**config.mk**
```make
export PLATFORM = sky130hd
export DESIGN_NAME = punc_control
export DESIGN_NICKNAME = d
export VERILOG_FILES = /design/src/rtl/punc_pkg.sv /design/src/rtl/punc_control.sv
export SDC_FILE = /design/constraint.sdc
export NUM_CORES = 1
export LEC_CHECK = 0
export CAP_MARGIN = 20
export CORE_MARGIN = 8
export CORE_UTILIZATION = 39
export DETAILED_ROUTE_END_ITERATION = 10
export PLACE_DENSITY = 0.68
export SLEW_MARGIN = 40
export SYNTH_ARGS = -nofsm -noshare
export SYNTH_HDL_FRONTEND = slang
export SYNTH_SLANG_ARGS = --single-unit
export TNS_END_PERCENT = 1
```
**constraint.sdc**
```tcl
create_clock -name clk -period 4 [get_ports clk]
set_input_delay 0.8 -clock clk [delete_from_list [all_inputs] [get_ports clk]]
set_output_delay 0.8 -clock clk [all_outputs]
set_load 0.05 [all_outputs]
```
**src/rtl/punc_pkg.sv**
```systemverilog
// PUnC LC3 shared definitions: opcodes, controller states and the
// datapath mux-select encodings used by both controller and datapath.
package punc_pkg;

   typedef enum logic [2:0] {
      ST_FETCH,
      ST_DECODE,
      ST_EXEC,
      ST_EXEC2,
      ST_HALT
   } state_e;

   localparam logic [3:0] OP_BR   = 4'b0000;
   localparam logic [3:0] OP_ADD  = 4'b0001;
   localparam logic [3:0] OP_LD   = 4'b0010;
   localparam logic [3:0] OP_ST   = 4'b0011;
   localparam logic [3:0] OP_JSR  = 4'b0100;
   localparam logic [3:0] OP_AND  = 4'b0101;
   localparam logic [3:0] OP_LDR  = 4'b0110;
   localparam logic [3:0] OP_STR  = 4'b0111;
   localparam logic [3:0] OP_NOT  = 4'b1001;
   localparam logic [3:0] OP_LDI  = 4'b1010;
   localparam logic [3:0] OP_STI  = 4'b1011;
   localparam logic [3:0] OP_JMP  = 4'b1100;
   localparam logic [3:0] OP_LEA  = 4'b1110;
   localparam logic [3:0] OP_HALT = 4'b1111;

   localparam logic [1:0] PC_SEL_PC_8_0  = 2'd0;
   localparam logic [1:0] PC_SEL_PC_10_0 = 2'd1;
   localparam logic [1:0] PC_SEL_RF_RQ   = 2'd2;

   localparam logic [1:0] DM_R_PC        = 2'd0;
   localparam logic [1:0] DM_R_PC_8_0    = 2'd1;
   localparam logic [1:0] DM_R_RF_RP     = 2'd2;
   localparam logic [1:0] DM_R_RF_RQ_5_0 = 2'd3;

   localparam logic [1:0] DM_W_PC_8_0    = 2'd0;
   localparam logic [1:0] DM_W_TEMP      = 2'd1;
   localparam logic [1:0] DM_W_RF_RQ_5_0 = 2'd2;

   localparam logic [1:0] RF_WD_ALU    = 2'd0;
   localparam logic [1:0] RF_WD_PC_8_0 = 2'd1;
   localparam logic [1:0] RF_WD_DMEM_R = 2'd2;
   localparam logic [1:0] RF_WD_PC     = 2'd3;

   localparam logic RF_WA_11_9 = 1'b0;
   localparam logic RF_WA_R7   = 1'b1;

   localparam logic RF_RP_11_9 = 1'b0;
   localparam logic RF_RP_2_0  = 1'b1;

   localparam logic ALU_A_RP   = 1'b0;
   localparam logic ALU_A_IMM  = 1'b1;

   localparam logic [1:0] ALU_PASS_A = 2'd0;
   localparam logic [1:0] ALU_ADD    = 2'd1;
   localparam logic [1:0] ALU_AND    = 2'd2;
   localparam logic [1:0] ALU_NOT_B  = 2'd3;

   function automatic logic two_step(input logic [3:0] op);
      return (op == OP_LDI) || (op == OP_STI);
   endfunction

endpackage

```
**src/rtl/punc_control.sv**
```systemverilog
// PUnC LC3 controller: FETCH/DECODE/EXEC[/EXEC2] sequencer driving all
// datapath strobes and selects, plus halt status and retire counter.
module punc_control
   import punc_pkg::*;
#(
   parameter int CNT_W = 32
) (
   input  logic             clk,
   input  logic             rst,
   input  logic [15:0]      ir,
   input  logic             nzp_match,
   output logic             pc_ld,
   output logic             pc_clr,
   output logic             pc_inc,
   output logic [1:0]       pc_sel,
   output logic             ir_ld,
   output logic             ir_clr,
   output logic             dmem_rd,
   output logic             dmem_wr,
   output logic [1:0]       dmem_r_addr_sel,
   output logic [1:0]       dmem_w_addr_sel,
   output logic [1:0]       rf_w_data_sel,
   output logic             rf_w_addr_sel,
   output logic             rf_w_wr,
   output logic             rf_rp_addr_sel,
   output logic             rf_rp_rd,
   output logic             rf_rq_rd,
   output logic             temp_ld,
   output logic             nzp_ld,
   output logic             nzp_clr,
   output logic [1:0]       alu_sel,
   output logic             alu_in_a_sel,
   output logic             halted,
   output logic [CNT_W-1:0] instr_count
);

   state_e           state_q, state_d;
   logic [CNT_W-1:0] cnt_q, cnt_d;
   logic             retire;
   logic [3:0]       op;
   logic             unused_ir;

   assign op          = ir[15:12];
   assign unused_ir   = ^{ir[10:6], ir[4:0]};
   assign instr_count = cnt_q;

   always_ff @(posedge clk) begin
      if (rst) begin
         state_q <= ST_FETCH;
         cnt_q   <= '0;
      end else begin
         state_q <= state_d;
         cnt_q   <= cnt_d;
      end
   end

   always_comb begin
      state_d = state_q;
      retire  = 1'b0;
      unique case (state_q)
         ST_FETCH:  state_d = ST_DECODE;
         ST_DECODE: state_d = (op == OP_HALT) ? ST_HALT : ST_EXEC;
         ST_EXEC: begin
            if (two_step(op)) begin
               state_d = ST_EXEC2;
            end else begin
               state_d = ST_FETCH;
               retire  = 1'b1;
            end
         end
         ST_EXEC2: begin
            state_d = ST_FETCH;
            retire  = 1'b1;
         end
         ST_HALT:   state_d = ST_HALT;
         default:   state_d = ST_FETCH;
      endcase
      cnt_d = cnt_q;
      if (retire && (cnt_q != '1)) cnt_d = cnt_q + 1'b1;
   end

   always_comb begin
      pc_ld           = 1'b0;
      pc_clr          = 1'b0;
      pc_inc          = 1'b0;
      pc_sel          = PC_SEL_PC_8_0;
      ir_ld           = 1'b0;
      ir_clr          = 1'b0;
      dmem_rd         = 1'b0;
      dmem_wr         = 1'b0;
      dmem_r_addr_sel = DM_R_PC;
      dmem_w_addr_sel = DM_W_PC_8_0;
      rf_w_data_sel   = RF_WD_ALU;
      rf_w_addr_sel   = RF_WA_11_9;
      rf_w_wr         = 1'b0;
      rf_rp_addr_sel  = RF_RP_11_9;
      rf_rp_rd        = 1'b0;
      rf_rq_rd        = 1'b0;
      temp_ld         = 1'b0;
      nzp_ld          = 1'b0;
      nzp_clr         = 1'b0;
      alu_sel         = ALU_PASS_A;
      alu_in_a_sel    = ALU_A_RP;
      halted          = 1'b0;
      // Reset overrides everything so an in-flight store is dropped
      if (rst) begin
         pc_clr  = 1'b1;
         ir_clr  = 1'b1;
         nzp_clr = 1'b1;
      end else begin
         unique case (state_q)
            ST_FETCH: begin
               dmem_rd         = 1'b1;
               dmem_r_addr_sel = DM_R_PC;
               ir_ld           = 1'b1;
               pc_inc          = 1'b1;
            end
            ST_EXEC: begin
               case (op)
                  OP_ADD, OP_AND, OP_NOT: begin
                     if (op != OP_NOT) begin
                        rf_rp_addr_sel = RF_RP_2_0;
                        rf_rp_rd       = 1'b1;
                        alu_in_a_sel   = ir[5] ? ALU_A_IMM : ALU_A_RP;
                        alu_sel        = (op == OP_ADD) ? ALU_ADD : ALU_AND;
                     end else begin
                        alu_sel = ALU_NOT_B;
                     end
                     rf_rq_rd      = 1'b1;
                     rf_w_data_sel = RF_WD_ALU;
                     rf_w_wr       = 1'b1;
                     nzp_ld        = 1'b1;
                  end
                  OP_BR: begin
                     pc_ld  = nzp_match;
                     pc_sel = PC_SEL_PC_8_0;
                  end
                  OP_JMP: begin
                     rf_rq_rd = 1'b1;
                     pc_ld    = 1'b1;
                     pc_sel   = PC_SEL_RF_RQ;
                  end
                  OP_JSR: begin
                     rf_w_addr_sel = RF_WA_R7;
                     rf_w_data_sel = RF_WD_PC;
                     rf_w_wr       = 1'b1;
                     pc_ld         = 1'b1;
                     pc_sel        = ir[11] ? PC_SEL_PC_10_0 : PC_SEL_RF_RQ;
                     rf_rq_rd      = ~ir[11];
                  end
                  OP_LD, OP_LDR, OP_LDI: begin
                     dmem_rd         = 1'b1;
                     dmem_r_addr_sel = DM_R_PC_8_0;
                     if (op == OP_LDR) begin
                        dmem_r_addr_sel = DM_R_RF_RQ_5_0;
                        rf_rq_rd        = 1'b1;
                     end
                     rf_w_data_sel = RF_WD_DMEM_R;
                     rf_w_wr       = 1'b1;
                     nzp_ld        = (op != OP_LDI);
                  end
                  OP_LEA: begin
                     rf_w_data_sel = RF_WD_PC_8_0;
                     rf_w_wr       = 1'b1;
                     nzp_ld        = 1'b1;
                  end
                  OP_ST, OP_STR: begin
                     rf_rp_rd        = 1'b1;
                     dmem_wr         = 1'b1;
                     dmem_w_addr_sel = DM_W_PC_8_0;
                     if (op == OP_STR) begin
                        dmem_w_addr_sel = DM_W_RF_RQ_5_0;
                        rf_rq_rd        = 1'b1;
                     end
                  end
                  OP_STI: begin
                     dmem_rd         = 1'b1;
                     dmem_r_addr_sel = DM_R_PC_8_0;
                     temp_ld         = 1'b1;
                  end
                  default: ;
               endcase
            end
            ST_EXEC2: begin
               rf_rp_addr_sel = RF_RP_11_9;
               rf_rp_rd       = 1'b1;
               if (op == OP_LDI) begin
                  dmem_rd         = 1'b1;
                  dmem_r_addr_sel = DM_R_RF_RP;
                  rf_w_data_sel   = RF_WD_DMEM_R;
                  rf_w_wr         = 1'b1;
                  nzp_ld          = 1'b1;
               end else begin
                  dmem_wr         = 1'b1;
                  dmem_w_addr_sel = DM_W_TEMP;
               end
            end
            ST_HALT: halted = 1'b1;
            default: ;
         endcase
      end
   end

endmodule

```
# [Word-level counts from Yosys, hierarchy flattened]
# Cells that the tools add are included.
[op_classes] n_mul=0 shift=0 n_mux=72 reduce_logical=12 eq_ne=20 addsub=1 n_div=0 bitwise_logic=1 order_cmp=0
[ops] cell="1-bit two-way mux" n=38
[ops] cell="32-bit by 1-bit adder with 32-bit output (second input constant)" n=1
[ops] cell="2-bit two-way mux" n=16
[ops] cell="32-bit inequality test (second input constant)" n=1
[ops] cell="4-bit == test (second input constant)" n=6
[ops] cell="2-bit case mux with 2 select lines" n=5
[ops] cell="4-bit by 3-bit == test with 1-bit output (second input constant)" n=4
[ops] cell="1-bit case mux with 2 select lines" n=8
[ops] cell="3-bit case mux with 4 select lines" n=1
[ops] cell="4-bit OR reduction" n=3
[ops] cell="4-bit by 2-bit == test with 1-bit output (second input constant)" n=2
[ops] cell="4-bit inequality test (second input constant)" n=2
[ops] cell="8-bit OR reduction" n=1
[ops] cell="3-bit by 2-bit == test with 1-bit output (second input constant)" n=2
[ops] cell="2-bit case mux with 3 select lines" n=1
[ops] cell="3-bit OR reduction" n=2
[ops] cell="4-bit by 1-bit == test with 1-bit output (second input constant)" n=1
[ops] cell="4-bit zero test" n=1
[ops] cell="1-bit case mux with 4 select lines" n=1
[ops] cell="2-bit OR reduction" n=2
[ops] cell="3-bit by 1-bit == test with 1-bit output (second input constant)" n=1
[ops] cell="3-bit == test (second input constant)" n=1
[ops] cell="3-bit zero test" n=1
[ops] cell="3-bit two-way mux" n=1
[ops] cell="other kinds (4)" n=4
[totals] ram_bits=0 rom_bits=0 latch_bits=0 ff_bits=35 n_memories=0

# [Longest topological paths before layout]
# Gate-level depths: netlist of the first run.
[logic_depth] depth_word=6 ltp_mapped=8 mapped_depth_nobuf=6

# [Least setup slack after synthesis of the first run]
# No wires, ideal clock.
[synth_path] path_type="in2out" from="in rst" to="out pc_sel[0]" required_ns=3.200 cell_stages=4 path_buffers=0 setup_slack_ns=-0.070 arrival_time_ns=3.270 cell_sequence="nor3_1 nand2_1 nor4_1 and2_1"
[synth_via] elab_chain_cells=1
[synth_lines] item="start: declaration" line_no="punc_control.sv:9" rtl="input logic rst,"
[synth_lines] item="2-bit two-way mux" line_no="punc_control.sv:106" rtl="if (rst) begin"
[synth_lines] item="end: declaration" line_no="punc_control.sv:15" rtl="output logic [1:0] pc_sel,"
# No other way between the ends.

# [Worst setup path in the final report of the first run]
[layout_path] from="in rst" to="out alu_in_a_sel"
[layout_via] elab_chain_cells=1
[layout_lines] item="1-bit two-way mux" line_no="punc_control.sv:106"
[layout_lines] item="end: declaration" line_no="punc_control.sv:32" rtl="output logic alu_in_a_sel,"
# No other way between the ends.

==> results of run 1 <==
-- where the power goes --
part / total, W / internal [W] / switching [W]
Combinational: 0.000123 / 0.0000519 / 0.0000706
Sequential: 0.000358 / 0.000351 / 0.00000634
Clock: 0.000312 / 0.000183 / 0.000129
-- worst paths after layout --
path / startpoint / end / slack, ns / depth (start not counted)
worst max register to register: instr_count[0] / instr_count[18] / 1.54 / 6
worst min-delay path: instr_count[31] / instr_count[31] / 0.50 / 2
worst min register to register: instr_count[31] / instr_count[31] / 0.50 / 2
worst max-delay path: rst / alu_in_a_sel / 0.59 / 7
-- routing by layer --
metal	vias up	share of wire (%)	routed length, um	global-route usage (%)
met5	-	0	0	0
met4	0	0.61	38	4.300
met3	4	4.0	251	3.990
met2	46	48	3032	24.91
met1	1081	47	2940	18.34
li1	1117	-	-	-
-- registers in the layout, indices dropped and copies added (netlist names) --
signal / cells
instr_count: 32
state_q: 3
-- cells by family (layout without fill, tap and decap cells) --
kind of cell	Yosys count	in the layout	synth area share (%)
adders and majority gates	1	1	0.5779
xor gates and xnor gates	21	21	8.497
AOI/OAI and AO/OA	55	55	16.65
muxes	2	2	0.9826
buffers and inverters	26	83	6.070
DFF	35	35	32.37
and+or+nand+nor	137	137	34.85
-- worst reg2reg max path, cell delays in order (launching register included) --
cell	delay [ns]
dfxtp_1	0.41
ha_1	0.23
nand3_1	0.15
or4_1	0.79
a21o_1	0.28
or4_1	0.41
a21oi_1	0.14
-- cell usage after synthesis, drive strengths merged --
cell	n	area, sq um
nor2	39	146.4
dfxtp	35	700.7
nand2	20	75.07
buf	15	90.09
a21oi	14	70.07
xor2	12	105.1
nand4	11	75.07
nor3	11	55.05
nor4	10	98.84
o211ai	10	80.07
o21ai	10	50.05
nand3	9	45.04
xnor2	9	78.83
and3	7	43.79
nand2b	7	43.79
a211oi	6	45.04
clkbuf	6	22.52
or3	6	37.54
or4	6	45.04
inv	5	18.77
a21boi	3	22.52
and2	3	18.77
o31ai	3	22.52
and4	2	17.52
nor2b	2	12.51
nor3b	2	15.01
o2111ai	2	17.52
o22ai	2	12.51
a21o	1	7.510
a311o	1	10.01
a31o	1	8.760
a31oi	1	6.260
and4bb	1	16.27
ha	1	12.51
mux2	1	11.26
mux2i	1	10.01
nor4b	1	8.760
o21a	1	7.510
-- per-stage QoR --
stage                     std cells  hold WS (ns)
after floorplan                 277        0.5306
after global placement          399        0.4889
after CTS                       406        0.5091
final                           406        0.5029
after detailed placement        399        0.4942
after global routing            406        0.5357
-- layout make-up --
cell class	count	area (sq um)
multi-input cells	216	1339
clock buffers	6	72.57
well taps	72	90.09
inverters	5	18.77
clock inverters	1	30.03
repair buffers	71	970.9
fillers	494	2217
flip-flops and latches	35	700.7
==> results.json, run 1 <==
{
  "antenna_found_initial": 0,
  "syn_inst": 277,
  "root_buffer": "clkbuf_8",
  "critical_path_class": "in -> out",
  "port_buffers": 67,
  "rows": 27,
  "hold_violations": 0,
  "crit_path_max_fanout": 7,
  "grt_pass1_vias": 2070,
  "start_util_pct": 39.80,
  "yosysUniqueCellTypes": 45,
  "fp.dieW_um": 90.50,
  "gp_congestion": 0.8062,
  "vias_per_cell": 5.537,
  "finalPower_w": 0.0007920,
  "setup_violations": 0,
  "place_ws_ns": 0.5687,
  "max_cap_violations": 0,
  "cts_hold_buf": 0,
  "wl_um": 6262,
  "finClkSkew_ns": 0.004843,
  "final_util_pct": 59.24,
  "cts_resized": 0,
  "status": "finished, final reports clean",
  "layout_commonest_cell": "clkdlybuf4s50_1",
  "synth_seq_area_share_pct": 32.37,
  "power_leakage_nw": 1.083,
  "peakVddDrop_uv": 165.2,
  "ant_nets": 0,
  "clock.fmax_mhz": 293.0,
  "clock_path_buffers": 2,
  "path_clk_slew_ns": 0.07,
  "report.final.slew_viol_count": 0,
  "drt_iter0_drc": 146,
  "powerDensity_nw_per_um2": 245.8,
  "h-tree-depth": 2,
  "worst-slew-pin-transition_ns": 0.7432,
  "crit_family": "simple AND/OR/NAND/NOR gates",
  "syn_avg_cell_area_sq_um": 7.814,
  "hold_path.class": "reg -> reg",
  "crit_path_cell_trace": "clkdlybuf4s50_1 -> nor3_1 -> nand2_1 -> nor2_1 -> nand2_1 -> nor3b_1 -> buf_12",
  "grt_pass1_wl_um": 10340,
  "dr_total_vias": 2248,
  "critPathBufInv": 2,
  "core_sq_um": 5439,
  "rsz0062_at_grt": "no",
  "critPathRequiredTime_ns": 3.20,
  "fin_ws_ns": 0.5869,
  "mostFrequentLayoutCells": "clkdlybuf4s50_1, nor2_1, dfxtp_1, buf_12, nand2_1",
  "die-area_sq_um": 8190,
  "layout_min_cycle_time_ns": 3.413,
  "dpl.hpwl_um": 4593,
  "final_layout_size_suffix_gt1_share_pct": 13.77,
  "stdcell_area_sq_um": 3222,
  "period_share_pct": 85.33,
  "area_delta_synth_final_pct": 48.84,
  "first_pass_iters": 4,
  "ioPinCount": 78,
  "drc_errors": 0,
  "cts_setup_buffers": 0,
  "cts_sinks": 35,
  "syn_area_sq_um": 2165,
  "worstSetupStartpointType": "input pin",
  "relSlewSlack_pct": 50.27,
  "fin_setup_tns_ns": 0,
  "crit_top_cell": "nand2_1",
  "ys_ff_latch": 35,
  "dpl_cell_area_sq_um": 3119,
  "overflow": 0,
  "cts_tree": "done",
  "worstPathArrival_ns": 2.61,
  "worstSkewPairLatency_ns": 0.29,
  "ys_warn_count": 0,
  "slowest_stage": "clkdlybuf4s50_1",
  "cts_buffers": 5,
  "syn_nets": 297,
  "routedWlPerCell_um": 15.42,
  "n_antenna_cell": 0,
  "worst_path_largest_cell_delay_ns": 0.46,
  "critPathCaptureType": "output pin",
  "fin_nets": 354,
  "die_h_um": 90.50,
  "grt_usage_pct": 14.97,
  "grt_max_degree": 38
}
Power figures use the tool's default switching activity.
==> inputs of run 2 (changes only) <==
CELL_PAD_IN_SITES_DETAIL_PLACEMENT = 2   (was unset)
CELL_PAD_IN_SITES_GLOBAL_PLACEMENT = 2   (was unset)
CORE_UTILIZATION = 26   (was 39)
PLACE_DENSITY = 0.81   (was 0.68)
==> run 2 against run 1 <==
Against the previous run:
- sequential share of layout area fell by 0.36 points
- global-route usage rose by 0.53 points
- worst setup slack got worse by 0.20 ns
- non-clock buffer count rose by 2
- combinational power rose by 6%
- final area rose by 1.7%
- clock skew fell by 0.0019 ns
- hold slack improved by 0.035 ns
- fmax fell by 5.5%
- routed wire length rose by 40%
==> results.json, run 2 (synthesized netlist as in run 1, its figures left out) <==
{
  "cts_tree": "done",
  "fp.dieW_um": 107.2,
  "cts_hold_buf": 0,
  "hold_violations": 0,
  "switching_share_pct": 28.17,
  "cts_buffers": 5,
  "clock.fmax_mhz": 276.9,
  "slowest_stage": "nor3b_1",
  "grt_usage_pct": 15.50,
  "worst_path_largest_cell_delay_ns": 0.47,
  "report.final.slew_viol_count": 0,
  "critPathCaptureType": "output pin",
  "ant_nets": 0,
  "rsz0062_at_grt": "no",
  "clkPwrFrac_pct": 37.6,
  "status": "finished, final reports clean",
  "crit_top_cell": "nand2_1",
  "drc_errors": 0,
  "worst-slew-pin-transition_ns": 0.7579,
  "fin_setup_tns_ns": 0,
  "cts_sinks": 35,
  "crit-reg2reg-capture": "instr_count[27]",
  "overflow": 0,
  "grt_max_degree": 37,
  "area_delta_synth_final_pct": 51.33,
  "reg2reg_from": "instr_count[0]",
  "critical_path_class": "in -> out",
  "grt_pass1_wl_um": 14170,
  "clock_path_buffers": 2,
  "peakVddDrop_uv": 100.5,
  "gp_congestion": 0.7464,
  "crit_path_cell_trace": "clkdlybuf4s50_1 -> nor3_1 -> nand2_1 -> nor2_1 -> nand2_1 -> nor3b_1 -> buf_12",
  "powerDensity_nw_per_um2": 238.5,
  "combPwrFrac_pct": 16.6,
  "layout_min_cycle_time_ns": 3.612,
  "core_sq_um": 8134,
  "port_buffers": 67,
  "n_antenna_cell": 0,
  "cts_setup_buffers": 0,
  "p_int_w": 0.0005612,
  "hold_end": "instr_count[31]",
  "start_util_pct": 26.61,
  "finalPower_w": 0.0007813,
  "worstPathArrival_ns": 2.81,
  "netSwitchingPower_w": 0.0002201,
  "final_layout_size_suffix_gt1_share_pct": 14.54,
  "dpl.hpwl_um": 6578,
  "die_h_um": 107.2,
  "drt_iter0_drc": 60,
  "largest_reg_flops": 32,
  "setup_violations": 0,
  "path_clk_slew_ns": 0.07,
  "dr_total_vias": 2351,
  "worstSkewPairLatency_ns": 0.29,
  "wl_um": 8767,
  "period_share_pct": 90.29,
  "h-tree-depth": 2,
  "grt_pass1_vias": 2587,
  "routedWlPerCell_um": 19.83,
  "hold_path.class": "reg -> reg",
  "ioPinCount": 78,
  "reg2reg_slack_ns": 1.49,
  "finClkSkew_ns": 0.002943,
  "die-area_sq_um": 11500,
  "worstSetupStartpointType": "input pin",
  "mostFrequentLayoutCells": "clkdlybuf4s50_1, nor2_1, dfxtp_1, buf_12, nand2_1",
  "worstHoldStart": "instr_count[31]",
  "antenna_found_initial": 0,
  "first_pass_iters": 4,
  "crit_path_max_fanout": 7,
  "relSlewSlack_pct": 49.29,
  "vias_per_cell": 5.319,
  "max_cap_violations": 0,
  "rows": 33,
  "pwr-share-seq_pct": 45.8,
  "cts_resized": 0,
  "root_buffer": "clkbuf_8",
  "fin_nets": 356,
  "layout_commonest_cell": "clkdlybuf4s50_1",
  "power_leakage_nw": 1.093,
  "r2r_cells": 6,
  "critPathRequiredTime_ns": 3.20,
  "min_path_cells": 2
}
## run 2: cell count changes in the layout (fill, tap and decap cells not counted)
cell,delta
buf_4,+2
clkbuf_8,+2
bufinv_16,-1
## run 2: power groups by stage
| stage | Combinational [W] | Clock [W] | Sequential [W] |
|---|---|---|---|
| floorplan | 0.0000719 | 0 | 0.000365 |
| global placement | 0.000124 | 0 | 0.000366 |
| detailed placement | 0.000130 | 0 | 0.000366 |
| CTS | 0.000131 | 0.000301 | 0.000358 |
| global route | 0.000138 | 0.000318 | 0.000359 |
| finish | 0.000130 | 0.000294 | 0.000358 |
## run 2: critical path: cells and delay by family
| kind | cells | cell delay [ns] |
|---|---|---|
| buffers and inverters | 2 | 0.66 |
| and+or+nand+nor | 5 | 1.34 |
## run 2: how the worst max path moves through the flow
stage,from,end,slack (ns),cells after the start
after floorplan,rst,dmem_rd,0.01,3
after global placement,ir[15],pc_sel[0],0.61,5
after detailed placement,rst,alu_in_a_sel,0.41,7
after CTS,rst,alu_in_a_sel,0.38,7
after global routing,rst,alu_in_a_sel,0.24,7
final,rst,alu_in_a_sel,0.39,7
## run 2: metal layers
metal	track usage (%)	vias to the layer above	routed length, um
met1	17.76	1173	3764
li1	-	1115	-
met2	27.63	48	4558
met3	3.179	15	276
met5	0	-	0
met4	5.628	0	167
## run 2: cell type report
class                      count  area, sq um
multi-input combinational    216         1339
fill                         902         4858
tap                          105        131.4
inverter                       5        18.77
clock buffer                   8        100.1
timing repair buffer          73        985.9
sequential                    35        700.7
## run 2: through the flow
step	area, sq um	util (%)	instances	setup WS [ns]	hold slack (ns)
final	3276	40.27	442	0.3884	0.5377
after global placement	3176	39.04	434	0.6141	0.4963
after CTS	3276	40.27	442	0.3751	0.5426
after detailed placement	3176	39.04	434	0.4088	0.5281
after floorplan	2171	-	277	0.01471	0.5306
after global routing	3276	40.27	442	0.2354	0.5578
